`src/rtl/ddr_dq_lpbk_prbs_chk_pkg.sv`:
```
// Shared types and constants for the DQ/CA lane loopback pattern checkers.
package ddr_dq_lpbk_prbs_chk_pkg;

  typedef enum logic [1:0] {
    MODE_PRBS7  = 2'd0,
    MODE_PRBS15 = 2'd1,
    MODE_TOGGLE = 2'd2,
    MODE_FIXED  = 2'd3
  } lpbk_mode_e;

  typedef enum logic [1:0] {
    ST_IDLE  = 2'd0,
    ST_ALIGN = 2'd1,
    ST_CHECK = 2'd2
  } lpbk_state_e;

  localparam int LFSR_W = 15;

  // Fibonacci taps: x^7+x^6+1 and x^15+x^14+1, output taken from the MSB
  localparam int PRBS7_MSB  = 6;
  localparam int PRBS7_TAP  = 5;
  localparam int PRBS15_MSB = 14;
  localparam int PRBS15_TAP = 13;

  localparam int SYNC_DEPTH = 2;

endpackage

```
`src/rtl/ddr_lpbk_lfsr.sv`:
```
// Loadable pattern source (PRBS7/PRBS15/toggle/fixed); bit_nxt is the bit held after the next edge.
module ddr_lpbk_lfsr
  import ddr_dq_lpbk_prbs_chk_pkg::*;
#(
  parameter int W = LFSR_W
) (
  input  logic         clk,
  input  logic         rst_n,
  input  logic         load,
  input  logic         en,
  input  lpbk_mode_e   mode,
  input  logic [W-1:0] seed,
  input  logic         fixed_val,
  output logic         bit_nxt
);

  localparam logic [W-1:0] ONE = W'(1);

  lpbk_mode_e   mode_q, mode_d;
  logic [W-1:0] state_q, state_d;

  always_comb begin
    mode_d  = mode_q;
    state_d = state_q;
    if (load) begin
      mode_d = mode;
      unique case (mode)
        MODE_PRBS7:  state_d = (seed[PRBS7_MSB:0] == '0) ? ONE : W'(seed[PRBS7_MSB:0]);
        MODE_PRBS15: state_d = (seed[PRBS15_MSB:0] == '0) ? ONE : W'(seed[PRBS15_MSB:0]);
        MODE_TOGGLE: state_d = ONE;
        default:     state_d = W'(fixed_val);
      endcase
    end else if (en) begin
      unique case (mode_q)
        MODE_PRBS7:  state_d = W'({state_q[PRBS7_MSB-1:0],
                                   state_q[PRBS7_MSB] ^ state_q[PRBS7_TAP]});
        MODE_PRBS15: state_d = W'({state_q[PRBS15_MSB-1:0],
                                   state_q[PRBS15_MSB] ^ state_q[PRBS15_TAP]});
        MODE_TOGGLE: state_d = state_q ^ ONE;
        default:     state_d = state_q;
      endcase
    end
  end

  always_comb begin
    bit_nxt = state_d[0];
    unique case (mode_d)
      MODE_PRBS7:  bit_nxt = state_d[PRBS7_MSB];
      MODE_PRBS15: bit_nxt = state_d[PRBS15_MSB];
      default:     bit_nxt = state_d[0];
    endcase
  end

  always_ff @(posedge clk or negedge rst_n) begin
    if (!rst_n) begin
      mode_q  <= MODE_PRBS7;
      state_q <= ONE;
    end else begin
      mode_q  <= mode_d;
      state_q <= state_d;
    end
  end

endmodule

```
`config.mk`:
```
export PLATFORM = sky130hd
export DESIGN_NAME = ddr_lpbk_lfsr
export DESIGN_NICKNAME = d
export VERILOG_FILES = /design/src/rtl/ddr_dq_lpbk_prbs_chk_pkg.sv /design/src/rtl/ddr_lpbk_lfsr.sv
export SDC_FILE = /design/constraint.sdc
export NUM_CORES = 1
export LEC_CHECK = 0
export CORE_ASPECT_RATIO = 1.4
export CORE_UTILIZATION = 44
export CTS_CLUSTER_DIAMETER = 50
export CTS_CLUSTER_SIZE = 25
export DETAILED_ROUTE_END_ITERATION = 10
export PLACE_DENSITY = 0.86
export SLEW_MARGIN = 40
export SYNTH_ARGS = -nofsm -noshare
export SYNTH_HDL_FRONTEND = slang
export SYNTH_SLANG_ARGS = --single-unit
```
`constraint.sdc`:
```
create_clock -name clk -period 1.6 [get_ports clk]
set_clock_uncertainty 0.15 [all_clocks]
set_input_delay 0.32 -clock clk [delete_from_list [all_inputs] [get_ports clk]]
set_output_delay 0.32 -clock clk [all_outputs]
set_load 0.05 [all_outputs]
```
==> results list, run 1 <==
- The number of slew-limit violations in the final report is 0.
* FP Rows: 19
- Transition at the pin with the smallest max-transition slack: 309 ps
- From left edge to right edge, the die measures between 40 and 50 µm.
- Number of buffers on the longest clock path: 2
- Area of the core region: 2040 µm²
- Worst slew margin relative to its limit: 79.4%
- Post-DR wirelength/cell: roughly 16 µm
* Worst min-delay path category: input pin to asynchronous set/reset pin
- Synthesis produced a netlist with a net count of between 100 and 150.
- Together, buffers and inverters on the worst path number 2.
- In this run, synthesis produced a sequential element count of 17.
- Max-cap violation count: 0
* Setup-violating endpoint count in the final report: 1
* Sink Count: 17
- Counting the buffers created by CTS gives 3.
- The share of synthesized area in the top cell type comes to around two fifths.
* Combined global-route utilization of all metal layers: 22.9%
* Number of cells in the design after placement: ~160
- Worst setup EP type: output port
* Leading area contributor after synthesis: dfrtp_1
- The final reports fail on negative setup slack.
* Worst path max stage delay: 420 ps
- After detailed placement, the total cell area comes to roughly 1400 µm².
- Subtracting the final worst setup slack from the clock period gives roughly 2200 ps.
- After the first detailed-routing iteration, the DRC count stood at 32.
- The final layout contains routed wiring with a total length of 2570 µm.
- Summed over all nets, the half-perimeter wirelength after detailed placement is 1940 µm.
* Post-Synthesis Cell Area: about 1000 µm²
* Area growth from synthesis to layout: 52.2%
* Share of cells above drive strength 1: 31.5%
- Routing usage on met2: roughly 42%
- During I/O placement, the number of pins put on the boundary was 23.
* Total power divided by cell area: 690 nW/µm²
* Final cell area excluding filler cells: ~1500 µm²
- Entering global routing, the biggest net connects 15 pins.
- Power comes to between 1 and 1.5 mW.
- Effective utilization at floorplan: approximately 48%
- In the global route stage, met3 resource usage came out at ~2.8%.
- CTS tree: built
- The worst setup path is launched from a flop.
- Number of hold violations in the final report: 0
- Along the worst path, the maximum fanout reaches 3.
- Sequential cells were found to cover between 40 and 50% of the synthesized design area.
- Die height: approximately 58 µm
* Most frequent cells in the layout: buf_4 (23), nand2_1 (17), dfrtp_1 (16), dlymetal6s2s_1 (8)
- The slowest stage of the critical path is the dfrtp_1 cell.
* Number of fill cells: approximately 150
- After clock tree synthesis, the flow added hold-fix buffers numbering 0.
- After technology mapping, the gate count stands at 99.
- At the worst endpoint, the arrival time is about 1700 ps.
- Most common cell after layout, fill and taps aside: buf_4
* Net count, final: 166
- The number of antenna diodes in the final layout is 0.
- Setup repair after global routing could not meet its margin everywhere.
- Critical path required time: roughly 1100 ps
* Post-detailed-route via-to-cell ratio: 5.68
* Number of remaining DRC errors: 0
- The congestion estimate from routability-driven global placement came to around 0.80.
- Post-placement worst setup slack: -710 ps
* Die area: roughly 2400 µm²
- Distinct cell type count of the synthesized netlist: 32
* Number of antenna violations at the first check in global routing: 0
* Worst-skew pair later-pin latency: between 200 and 300 ps
* Period utilization: 138%
- Footprint of the flip-flops and latches: between 400 and 500 µm²
- Top post-synthesis cells by area: dfrtp_1 (41%), mux2i_1 (7.1%), nand2_1 (6.5%)
* Number of synthesis warnings: 0
- Hold_ws: around 86 ps
- The flow ran to the end, but the final reports show violations.
- Number of iterations in the first detailed-routing pass: 4
- Achievable frequency: 0.452 GHz
- CTS built an H-tree with a depth of 1.
- Congestion Overflow GR: 0
- Number of input and output port buffers inserted: 22
- In this run the static leakage power is about 0.76 nW.
- Across the VDD grid, the largest voltage drop is 0.429 mV.
- After the flow finishes, the layout carries non-filler instances totaling around 160.
- Once layout is complete, the utilization of the core stands at 73.4%.
* Via count: ~930
- Vias in the first global route: between 900 and 1000
* Final WS setup: -612 ps
- Most Used Layer, Global Route: met2
- Clock input transition at the sequential cells of the worst setup and hold paths: 100 ps
- Number of routed nets with antenna violations: 0
- In this design, the largest share of critical-path delay is due to compound AO/OA/AOI/OAI gates.
* Critical Setup Path Class: flop to output port
- Met1 Track Usage GR: between 20% and 30%
- Mean post-synth cell area: 9.96 µm²
- For the final routed database, the setup TNS stands at -612 ps.
- Clock tree root buffer cell: clkbuf_4
- Area used by multi-input combinational logic: 574 µm²
* Global-route wire length before repair: around 4200 µm
* Crit path cell chain: buf_6 > nor4bb_4 > a22o_1 > a211oi_2 > o32ai_4 > buf_12
[synthesized netlist by cell type, drive strengths merged]
library cell,n
nand2,17
dfrtp,16
o21ai,9
a22oi,7
mux2i,7
nand3b,7
buf,4
clkbuf,3
nor2,3
nor2b,3
or4,3
a211oi,2
a21o,2
and3b,2
inv,2
xnor2,2
a22o,1
a31oi,1
dfstp,1
nor3,1
nor4bb,1
o221ai,1
o22ai,1
o2bb2ai,1
o311a,1
o32ai,1
[worst paths after layout]
path	startpoint	to	slack [ps]	cells past startpoint
worst max-delay path	mode_q[1]	bit_nxt	-610	6
worst min-delay path	rst_n	mode_q[1]	90	1
worst max register to register	mode_q[1]	state_q[14]	10	6
worst min register to register	state_q[7]	state_q[7]	380	2
max in group asynchronous	rst_n	state_q[7]	780	2
min in group clk	seed[13]	state_q[13]	120	3
[layer usage]
metal  vias up  share of wire, %
met5         -                 0
met2        39                54
met4         0               2.8
li1        449                 -
met1       435                39
met3         8               3.7
[area by class of cell]
type	count	area share (%)
inverter	2	0.500
timing repair buffer	47	29.2
clock buffer	3	1.50
tap	21	1.75
sequential	17	28.4
clock inverter	1	0.334
multi-input combinational	73	38.3
[flip-flops by register name, indices dropped and copies added, names as in the netlist]
register and cells:
mode_q 2, state_q 15
[where the power goes]
| group | internal [mW] | leakage (nW) | switching, mW |
|---|---|---|---|
| clock | 0.0927 | 0.0177 | 0.126 |
| combinational | 0.176 | 0.517 | 0.149 |
| sequential | 0.466 | 0.221 | 0.0250 |
[kinds of logic after synthesis]
kind of cell              synth area share, %
xor gates and xnor gates                 1.78
AOI/OAI and AO/OA                        19.3
DFF                                      43.3
muxes                                    7.11
buffers and inverters                    5.46
and+or+nand+nor                          23.1
[what timing repair did]
action / in CTS / in global routing
pin swaps: 7 / 8
gates cloned: 0 / 0
resized for setup: 11 / 14
setup endpoints to repair: 2 / 3
buffers inserted: 2 / 1
endpoints found under the hold margin: 0 / 0
[worst register-to-register path: stages (launching register included)]
cell and delay, ps:
dfrtp_1 420, buf_6 130, nor4bb_4 300, a22o_1 240, buf_4 120, buf_6 80, a21o_1 90
Power figures use the tool's default switching activity.
==> run 2: changes to the inputs <==
--- a/config.mk
+++ b/config.mk
@@ -7,4 +7,4 @@
 export LEC_CHECK = 0
-export CORE_ASPECT_RATIO = 1.4
-export CORE_UTILIZATION = 44
+export CORE_UTILIZATION = 55
+export CTS_BUF_LIST = sky130_fd_sc_hd__clkbuf_2
 export CTS_CLUSTER_DIAMETER = 50
@@ -12,3 +12,3 @@
 export DETAILED_ROUTE_END_ITERATION = 10
-export PLACE_DENSITY = 0.86
+export PLACE_DENSITY = 0.95
 export SLEW_MARGIN = 40
==> constraint.sdc (replaced) <==
create_clock -name clk -period 2.7 [get_ports clk]
set_clock_uncertainty 0.15 [all_clocks]
set_input_delay 0.54 -clock clk [delete_from_list [all_inputs] [get_ports clk]]
set_output_delay 0.54 -clock clk [all_outputs]
set_load 0.005 [all_outputs]
==> results list, run 2 (synthesis gave the netlist of run 1 again) <==
- Critical path required time: 2010 ps (+880 ps)
- The vertical die dimension was 44.3 µm (-24%).
- Net count, final: 159 (-4.2%)
- The die footprint was 1970 µm² (-19%).
- Kind of start point of the critical path: input pin
- Leak: 0.620 nW (-18%)
- The number of global-route vias before repair came to 873 (-10%).
- Number of antenna violations at the first check in global routing: 0 (unchanged)
* Area growth from synthesis to layout: 37.1%
* H-tree depth: 1 (unchanged)
* Congestion Overflow GR: 0 (unchanged)
- Via count: 890 (-4.4%)
- Number of input and output port buffers inserted: 22 (unchanged)
- Crit path max fanout: 4 (+1)
- Most common cell after layout, fill and taps aside: clkdlybuf4s50_1
* Post-place instance area: 1290 µm² (-7.1%)
- Among all stages on the critical path, the largest delay is contributed by clkdlybuf4s50_1.
- Worst setup EP type: output port
* Aggregate routed wire length: 2340 µm (-9.2%)
- Global-route wire length before repair: 3770 µm (-9.3%)
- Clock tree root buffer cell: clkbuf_2
- Achievable frequency: around 0.38 GHz
- Number of standard cells in the layout, taps in and fillers out: 160 (-2.4%)
- I/O Pins: 23 (unchanged)
- Number of remaining DRC errors: 0 (unchanged)
- The number of flip-flops under the largest register name was 15 (unchanged).
* Number of max-slew violations in the final report: 0 (unchanged)
- Clock input transition at the sequential cells of the worst setup and hold paths: 150 ps (+50 ps)
* Final cell area excluding filler cells: 1350 µm² (-9.9%)
- X dimension of the die: 44.3 µm (+5.6%)
- Most frequent cells in the layout: clkdlybuf4s50_1 (19), nand2_1 (17), dfrtp_1 (16), buf_4 (16)
- Combined global-route utilization of all metal layers: 27.2% (+4.3 points)
- The detailed placement HPWL came to 1750 µm (-9.9%).
* Number of hold violations in the final report: 0 (unchanged)
- The ratio of total power to cell area came to 422 nW/µm² (-39%).
- The effective utilization at floorplan is 61.9% (+14 points).
- Number of buffers inserted during clock tree synthesis: 3 (unchanged)
- The number of clock sinks was 17 (unchanged).
* Setup-violating endpoint count in the final report: 0 (-1)
- Setup repair after global routing left no endpoint under its margin.
* FP Rows: 14 (-5)
- The relative slew slack is 74.2% (-5.2 points).
- Number of buffers on the longest clock path: 2 (unchanged)
- Max-cap violation count: 0 (unchanged)
- Register with the highest flop count: state_q
- Number of iterations in the first detailed-routing pass: 4 (unchanged)
- Largest delay contributor family on the critical path: buffers and inverters
- The total instance count after detailed placement came to 151 (-3.8%).
- Worst min-delay path category: flop to flop
- Crit path time final: 2620 ps
* Largest net degree at the start of global routing: 22 (+7)
- Data arrival time at the worst-slack endpoint: 1930 ps (+190 ps)
- The routed length per instance came to 14.6 µm (-6.9%).
- ANT cells: 0 (unchanged)
- Worst path max stage delay: 530 ps (+110 ps)
* Initial detailed-routing violation count: 16 (-50%)
- Max IR drop VDD: 0.330 mV (-23%)
- The fraction of the core area covered by cells at the end of the flow was 84.8% (+11 points).
- The global placement routability congestion came to 0.911 (+14%).
- The count of buffer and inverter cells on the critical path was 2 (unchanged).
- Largest registers in the final layout: state_q (15), mode_q (2)
* Result of the run: finished clean
- The measured slew at the worst slew-check pin was 388 ps (+78.7 ps).
* Worst-skew pair later-pin latency: 310 ps (+30 ps)
* Share of cells above drive strength 1: 22.8% (-8.7 points)
* Number of routed nets with antenna violations: 0 (unchanged)
- The area of the core was 1590 µm² (-22%).
- Walking the worst path, the cells encountered are clkdlybuf4s50_1 > nor2b_4 > mux2i_2 > o2bb2ai_1 > o32ai_1 > buf_2.
* Critical Setup Path Class: input pin to output port
- Dividing the final minimum period by the clock period gives 97.0%.
- CTS tree: built
* Post-detailed-route via-to-cell ratio: 5.56 (-2.0%)
run 2: cell count changes in the layout (fill, tap and decap cells not counted), moves of 2 or more:
cell,delta
clkdlybuf4s50_1,+12
buf_2,+2
o21ai_1,+2
clkbuf_4,-3
or4_1,+3
or4_4,-3
dlymetal6s2s_1,-8
buf_4,-7
clkbuf_2,+4
dlygate4sd2_1,-5
run 2: path summary, 6_finish.rpt:
check                           start          to  slack [ps]  depth (start not counted)
hold / removal             state_q[9]  state_q[9]         380                          2
setup reg to reg            mode_q[1]  state_q[2]        1120                          6
hold reg to reg            state_q[9]  state_q[9]         380                          2
max in group asynchronous       rst_n  state_q[0]        1580                          2
setup / recovery                   en     bit_nxt          80                          6
min in group asynchronous       rst_n  state_q[3]         500                          2
run 2: power breakdown:
group,switching (mW),internal [mW]
Combinational,0.0631,0.0908
Clock,0.0818,0.0392
Sequential,0.0195,0.277
run 2: what timing repair did:
action,CTS,global route
endpoints found under the hold margin,0,7
buffers inserted,2,2
resized for setup,10,0
pin swaps,2,0
hold buffers,0,1
setup endpoints to repair,1,1
run 2: layer usage:
metal	GRT usage [%]	vias up	share of wire [%]
met5	0	-	0
met1	33.9	425	45
li1	-	436	-
met3	3.67	5	4.1
met2	46.5	24	50
met4	12.7	0	0.98
run 2: worst register-to-register path: stages (launching register included):
cell and delay (ps):
dfrtp_1 500, nor2b_4 200, buf_4 130, buf_4 100, buf_4 110, mux2i_1 160
o21ai_0 110
run 2: final cells by class:
class / instances / area (µm²)
inverter: 2 / 7.51
timing repair buffer: 40 / 350
fill: 90 / 243
sequential: 17 / 427
multi-input combinational: 73 / 517
clock buffer: 4 / 20.0
tap: 24 / 30.0
run 2: per-stage QoR:
step | hold slack [ps] | setup slack, ps | setup TNS (ps) | power, mW
after floorplan | 94.4 | 574 | 0 | 0.364
after global placement | 336 | -341 | -341 | 0.434
after detailed placement | 344 | -410 | -410 | 0.441
after CTS | 380 | 81.8 | 0 | 0.564
after global routing | 407 | 4.71 | 0 | 0.596
final | 375 | 80.9 | 0 | 0.571
==> run 3: changes to the inputs <==
Settings changed: ABC_CLOCK_PERIOD_IN_PS set to 2700, RECOVER_POWER set to 25.
==> results list, run 3 (synthesis gave the netlist of run 1 again) <==
- The number of flip-flops under the largest register name is 15 (unchanged).
* Register with the highest flop count: state_q
- The detailed-route DRC error count is 0 (unchanged).
* Via count: 899 (+1.0%)
- Worst-skew pair later-pin latency: 300 ps (about the same)
- The number of clock sinks is 17 (unchanged).
* Worst setup EP type: output port
* Number of iterations in the first detailed-routing pass: 5 (+1)
* Die height: 44.3 µm (unchanged)
- Effective utilization at floorplan: 61.9% (unchanged)
- Data arrival time at the worst-slack endpoint: 1930 ps (about the same)
* Max-cap violation count: 0 (unchanged)
- The count of buffer and inverter cells on the critical path came to 2 (unchanged).
- Critical Setup Path Class: input pin to output port
* Transition at the pin with the smallest max-transition slack: 921 ps (+534 ps)
- H-tree depth: 1 (unchanged)
- Area growth from synthesis to layout: 36.9% (about the same)
* Crit path time final: 2620 ps (-0.423 ps)
- The area of the core was 1590 µm² (unchanged).
* Post-detailed-route via-to-cell ratio: 5.62 (+1.0%)
- The largest vdd supply drop is 0.322 mV (-2.4%).
- Most frequent cells in the layout: clkdlybuf4s50_1 (19), nand2_1 (17), dfrtp_1 (16), buf_4 (16)
* RePlAce Congestion: 0.911 (unchanged)
* Share of cells above drive strength 1: 22.1% (-0.74 points)
* Largest net degree at the start of global routing: 22 (unchanged)
* X dimension of the die: 44.3 µm (unchanged)
- The overall routing resource usage came to 27.2% (unchanged).
- The total congestion overflow after global routing came to 0 (unchanged).
* Total power divided by cell area: 422 nW/µm² (-0.11%)
- The largest incremental delay on the critical path is 470 ps (-60 ps).
- Worst min-delay path category: flop to flop
- Traced cell by cell, the critical path runs through clkdlybuf4s50_1 > and3b_1 > o21ai_1 > o221ai_1 > o32ai_1 > buf_2.
* Number of buffers on the longest clock path: 2 (unchanged)
- Number of antenna violations at the first check in global routing: 0 (unchanged)
* Share of the core filled with cells: 84.7% (about the same)
* Leak: 0.617 nW (-0.44%)
- The total detailed-routing wirelength came to 2330 µm (-0.21%).
* FP Rows: 14 (unchanged)
- Number of max-slew violations in the final report: 0 (unchanged)
- Number of input and output port buffers inserted: 22 (unchanged)
- The count of routing violations after the opening detailed-route iteration was 16 (unchanged).
* Post-DR wirelength/cell: 14.6 µm (-0.21%)
* Critical path required time: 2010 ps (about the same)
* Critical-path cell with the highest stage delay: clkdlybuf4s50_1
* CTS tree: built
- Vias in the first global route: 873 (unchanged)
* Setup repair after global routing missed its margin: false
- Number of fill cells: 91 (+1.1%)
* Clock input transition at the sequential cells of the worst setup and hold paths: 150 ps (about the same)
- Grouping stages by cell kind, the critical path spends the most delay in buffers and inverters.
- Worst slew margin relative to its limit: 38.6% (-36 points)
* Clock tree root buffer cell: clkbuf_2
* ANT cells: 0 (unchanged)
* Period utilization: 97.0% (about the same)
- Die area: 1970 µm² (unchanged)
- The highest clock frequency the design can meet is 0.382 GHz (about the same).
* I/O Pins: 23 (unchanged)
* Crit path max fanout: 4 (unchanged)
- The final count of hold timing violations is 0 (unchanged).
- Setup TNS after final layout: 0 ps (unchanged)
* Dpl hpwl: 1750 µm (unchanged)
- The worst setup path is launched from an input pin.
- Hold_ws: 375 ps (+0.0150 ps)
- Number of routed nets with antenna violations: 0 (unchanged)
* Net count, final: 159 (unchanged)
* Number of buffers inserted during clock tree synthesis: 3 (unchanged)
* Setup-violating endpoint count in the final report: 0 (unchanged)
- The library cell used most frequently in the layout, excluding fill and tap cells, is clkdlybuf4s50_1.
* Result of the run: finished clean
- The first-pass GRT wire length was 3770 µm (unchanged).
- The largest registers in the layout are state_q (15), mode_q (2).
## run 3: final cells by class
type / count / area (µm²) / area share [%]
clock buffer: 4 / 20.0 / 1.48
inverter: 2 / 7.51 / 0.556
multi-input combinational: 73 / 517 / 38.3
sequential: 17 / 427 / 31.6
tap: 24 / 30.0 / 2.22
timing repair buffer: 40 / 349 / 25.9
## run 3: through the flow
stage	worst slack, ps	area [µm²]	power (mW)	std cells
2_1_floorplan	574	986	0.364	99
3_3_place_gp	-341	1290	0.434	151
3_5_place_dp	-410	1290	0.441	151
4_1_cts	81.8	1330	0.564	157
5_1_grt	4.71	1350	0.596	160
6_report	81.3	1350	0.570	160
## run 3: where the power goes
group	switching [mW]	internal, mW
clock network	0.0808	0.0392
registers	0.0196	0.277
logic	0.0630	0.0905
## run 3: layer usage
layer,track usage (%),up-vias,wire length (µm)
li1,-,437,-
met1,33.9,436,1050
met2,46.5,21,1170
met3,3.67,5,82
met4,12.7,0,31
met5,0,-,0
## run 3: tightest hold or removal path: cells and delay by family, from the launching register on
| kind | cells | cell delay [ps] |
|---|---|---|
| flip-flops | 1 | 380 |
| AO/OA/AOI/OAI | 1 | 70 |
| AND/OR/NAND/NOR | 1 | 60 |
## run 3: repair_timing
item                                    in CTS  in global routing
endpoints found under the hold margin        0                  7
endpoints found under the setup margin       1                  1
pin swaps                                    2                  0
gates resized for setup                     10                  0
setup buffers                                2                  2
hold buffers                                 0                  1
## run 3: final timing paths
kind | from | end | slack [ps] | cells past startpoint
setup / recovery | en | bit_nxt | 80 | 6
hold / removal | state_q[9] | state_q[9] | 380 | 2
setup reg to reg | mode_q[0] | state_q[0] | 1120 | 6
hold reg to reg | state_q[9] | state_q[9] | 380 | 2
max in group asynchronous | rst_n | state_q[13] | 1140 | 2
min in group asynchronous | rst_n | state_q[3] | 710 | 2
==> patch 1, RTL diff (config.mk and constraints of run 1) <==
Set the package constant `PRBS7_MSB` to 7 (it was 6).
--- a/src/rtl/ddr_dq_lpbk_prbs_chk_pkg.sv
+++ b/src/rtl/ddr_dq_lpbk_prbs_chk_pkg.sv
@@ -18,5 +18,5 @@
 
   // Fibonacci taps: x^7+x^6+1 and x^15+x^14+1, output taken from the MSB
-  localparam int PRBS7_MSB  = 6;
+  localparam int PRBS7_MSB  = 7;
   localparam int PRBS7_TAP  = 5;
   localparam int PRBS15_MSB = 14;
Behaviour: not the same (Yosys sat finds a counterexample within 4 cycles, from zero or initial values and one cycle with rst_n low).
==> patch 1 against run 1 <==
  * The run still ends with setup timing left
  * Synthesized area is 5.1% lower
  * Core utilization decreased by 1.6 points
  * Routed wire length decreased by 4.9%
  * Cell count shrank 1.2%
  * Largest cell class unchanged
  * Non-clock buffer count decreased by 3
  * First-iteration DRC count is 31% lower
  * Worst setup slack lost 130 ps
  * Die area fell by 4.9%
  * Design area down 5.6%
  * Critical path type unchanged
  * Total power is 1.2% lower
  * Sequential cell count stayed put
  * Sequential power rose by 1%
==> patch 1: results (changes against run 1) <==
metric	value	unit	change
Leak Pwr	0.644	nW	-15%
synth unique cells	26		-19%
Largest stage delay, worst path	540	ps	+120 ps
area occupied by multi-input gates	548	µm²	-4.6%
Syn Nets	120		-0.83%
Crit Path Max Fanout	2		-1
vias	924		-0.75%
PnR worst setup slack	-746	ps	-134 ps
Slew HR	76.0	%	-3.4 points
synth cell count leaders	nand2_1 (17), dfrtp_1 (16), o21ai_0 (12)		
Seq/Total Area, Yosys	45.6	%	+2.3 points
R2R Setup Slk	100	ps	+90 ps
Synth area leaders	dfrtp_1 (43%), mux2i_1 (8.6%), nand2_1 (6.8%), o21ai_0 (6.4%), nand3b_1 (5.6%)		
vias in the first global route	930		-4.4%
failing checks	setup timing		
hold_ws	200	ps	+114 ps
Initial DRC Count	22		-31%
CP max-delay cell	mux4_2		
VDD IR max	0.587	mV	+37%
Total Routing Usage GR	24.9	%	+2.0 points
DP Worst Slack	-920	ps	-210 ps
largest net degree at the start of global routing	19		+4
r2r endpoint	state_q[9]		
status	finished, violations left		
setup violators final	1		unchanged
patch 1: cell types whose count changed in the layout (fill, tap and decap cells not counted), sizes merged, moves of 3 or more:
cell           delta
buf               -3
clkdlybuf4s50     +7
dlymetal6s2s      -8
o21ai             +3
or4               -3
patch 1: worst max-delay path by stage:
stage	start	end	depth (start not counted)
finish	mode_q[1]	bit_nxt	5
global route	mode_q[1]	bit_nxt	5
CTS	mode_q[1]	bit_nxt	5
detailed placement	en	bit_nxt	6
global placement	en	bit_nxt	6
floorplan	seed[4]	bit_nxt	4
patch 1: timing repair:
| action | 4_1_cts | 5_1_grt |
|---|---|---|
| setup endpoints to repair | 8 | 8 |
| buffers inserted | 1 | 0 |
| pin swaps | 7 | 2 |
| gates resized for setup | 17 | 2 |
patch 1: power breakdown:
part / total [W] / leakage [nW] / internal [W] / switching (W)
clock network: 0.000221 / 0.0150 / 0.0000968 / 0.000124
registers: 0.000497 / 0.220 / 0.000468 / 0.0000290
logic: 0.000305 / 0.409 / 0.000162 / 0.000143
patch 1: layer usage:
layer  share of wire (%)  track usage, %
met2                  54            40.4
met3                 3.5            2.77
met5                   0               0
met4                 1.1            11.0
met1                  41            31.1
patch 1: kinds of logic after synthesis:
logic type	Yosys count	synth area share, %
compound gates	26	17.8
xor+xnor	2	1.87
buf+inv	8	3.48
flops	17	45.6
mux	10	12.2
simple gates	35	19.1
patch 1: worst max-delay path, delay by kind of cell (launching register included):
family / cells / cell delay (ps)
compound gates: 2 / 330
buf+inv: 1 / 160
flops: 1 / 420
mux: 1 / 540
simple gates: 1 / 140
patch 1: final cells by class:
| type | count | area share, % |
|---|---|---|
| Multi-Input combinational cell | 73 | 38.7 |
| Sequential cell | 17 | 30.1 |
| Timing Repair Buffer | 44 | 26.7 |
| Clock buffer | 4 | 1.86 |
| Tap cell | 21 | 1.86 |
| Inverter | 3 | 0.795 |
patch 1: metrics by stage:
step,instances,TNS (ps)
4_1_cts,163,-785
5_1_grt,162,-862
3_3_place_gp,158,-4420
6_report,162,-746
2_1_floorplan,98,-320
3_5_place_dp,158,-5180
==> patch 2, RTL diff (flow settings as in run 1) <==
Without the edit above. Register the inputs `load`, `en`, `mode`, `seed` and `fixed_val` before use, without a reset. The logic sees them one clock later.
--- a/src/rtl/ddr_lpbk_lfsr.sv
+++ b/src/rtl/ddr_lpbk_lfsr.sv
@@ -17,4 +17,18 @@
   localparam logic [W-1:0] ONE = W'(1);
 
+  logic load_q;
+  logic en_q;
+  lpbk_mode_e mode_r;
+  logic [W-1:0] seed_q;
+  logic fixed_val_q;
+
+  always_ff @(posedge clk) begin
+    load_q      <= load;
+    en_q        <= en;
+    mode_r      <= mode;
+    seed_q      <= seed;
+    fixed_val_q <= fixed_val;
+  end
+
   lpbk_mode_e   mode_q, mode_d;
   logic [W-1:0] state_q, state_d;
@@ -23,13 +37,13 @@
     mode_d  = mode_q;
     state_d = state_q;
-    if (load) begin
-      mode_d = mode;
-      unique case (mode)
-        MODE_PRBS7:  state_d = (seed[PRBS7_MSB:0] == '0) ? ONE : W'(seed[PRBS7_MSB:0]);
-        MODE_PRBS15: state_d = (seed[PRBS15_MSB:0] == '0) ? ONE : W'(seed[PRBS15_MSB:0]);
+    if (load_q) begin
+      mode_d = mode_r;
+      unique case (mode_r)
+        MODE_PRBS7:  state_d = (seed_q[PRBS7_MSB:0] == '0) ? ONE : W'(seed_q[PRBS7_MSB:0]);
+        MODE_PRBS15: state_d = (seed_q[PRBS15_MSB:0] == '0) ? ONE : W'(seed_q[PRBS15_MSB:0]);
         MODE_TOGGLE: state_d = ONE;
-        default:     state_d = W'(fixed_val);
+        default:     state_d = W'(fixed_val_q);
       endcase
-    end else if (en) begin
+    end else if (en_q) begin
       unique case (mode_q)
         MODE_PRBS7:  state_d = W'({state_q[PRBS7_MSB-1:0],
Function: changed (a bounded check fails within 4 cycles, from zero or initial values and one cycle with rst_n low).
==> patch 2 against run 1 <==
  * The flow still finishes with violations (setup timing)
  * Global-route usage down 1.4 points
  * Routed wire length up 28%
  * Die area up 39%
  * Critical path type unchanged
  * Total power up 93%
  * Synthesized area up 41%
  * Design area up 29%
  * Critical path depth down 1
  * Synthesized cell count up 20%
  * Sequential cell count up 20
  * Worst setup slack better by 58 ps
  * Register-to-register slack about the same
  * Non-clock buffer count down 3
==> patch 2: results (changes against run 1) <==
metric	value	unit	change
status	finished, violations left		
failing checks	setup timing		
GR Util met1	21.3	%	-3.8 points
TNS Setup	-554	ps	+57.8 ps
CTS clock-pin slew for the worst setup and hold paths	70	ps	-30 ps
Final Net Count	185		+11%
CTS HTree Levels	2		+1
placed inst area	1800	µm²	+30%
Leak Pwr	0.852	nW	+13%
largest net degree at the start of global routing	16		+1
WL met2	1920	µm	+38%
Initial DRC Count	41		+28%
data arrival time of the critical path	1680	ps	-60 ps
routed length on met1	1140	µm	+13%
met3 WL post-DR	152	µm	+58%
gp weighted congestion	0.865		+8.5%
ys flop type	dfxtp_1		
non-filler cells, final	201		+23%
Synth area leaders	dfrtp_1 (29%), dfxtp_1 (29%), mux2i_1 (5.1%), nand2_1 (4.6%), a22oi_1 (3.8%)		
clk root buf	clkbuf_8		
synth cell count leaders	dfxtp_1 (20), nand2_1 (17), dfrtp_1 (16)		
synth unique cells	33		+3.1%
M3 GR Usage	5.11	%	+2.3 points
global-route wire length before repair	5210	µm	+25%
Reg-to-Reg Start	seed_q[7]		
setup violators final	1		unchanged
Seq/Total Area, Yosys	59.7	%	+16 points
PnR worst setup slack	-554	ps	+57.8 ps
## patch 2: changes by cell type after synthesis
cell,run 1,this run
dfxtp_1,0,20
## patch 2: final cells by class
type	count	area, µm²
clock buffer	8	90.1
fill	218	1000
inverter	2	7.51
multi-input combinational	73	549
sequential	37	831
tap	37	46.3
timing repair buffer	44	407
## patch 2: logic make-up (layout without fill, tap and decap cells)
kind of cell / count (synthesis) / in the layout / synth area share [%]
AO/OA/AOI/OAI: 27 / 27 / 13.7
multiplexers: 7 / 7 / 5.05
XOR/XNOR: 2 / 2 / 1.26
AND/OR/NAND/NOR: 37 / 37 / 16.4
flip-flops: 37 / 37 / 59.7
buffers and inverters: 9 / 54 / 3.88
## patch 2: final timing paths
| path | cells past startpoint | slack, ps | endpoint |
|---|---|---|---|
| min reg2reg | 2 | 280 | state_q[10] |
| max in group asynchronous | 2 | 730 | state_q[0] |
| min | 1 | 130 | state_q[2] |
| min in group clk | 2 | 280 | state_q[10] |
| max | 5 | -550 | bit_nxt |
| max reg2reg | 4 | 10 | state_q[0] |
## patch 2: power breakdown
part           switching [W]  leakage (nW)  internal [W]  total [W]
sequential         0.0000475         0.389      0.000993    0.00104
combinational       0.000136         0.417      0.000182   0.000319
clock               0.000287        0.0455      0.000351   0.000638
total               0.000471         0.852       0.00153    0.00200
## patch 2: stage by stage
step / util, % / total power [W]
2_1_floorplan: - / 0.00119
3_3_place_gp: 61.3 / 0.00133
3_5_place_dp: 61.3 / 0.00135
4_1_cts: 64.6 / 0.00199
5_1_grt: 65.8 / 0.00208
6_report: 65.8 / 0.00200
## patch 2: what timing repair did
action,CTS,global route
hold buffers,0,0
cloned,0,0
setup buffers,0,1
resized for setup,3,9
setup endpoints to repair,1,2
pin swaps,1,1
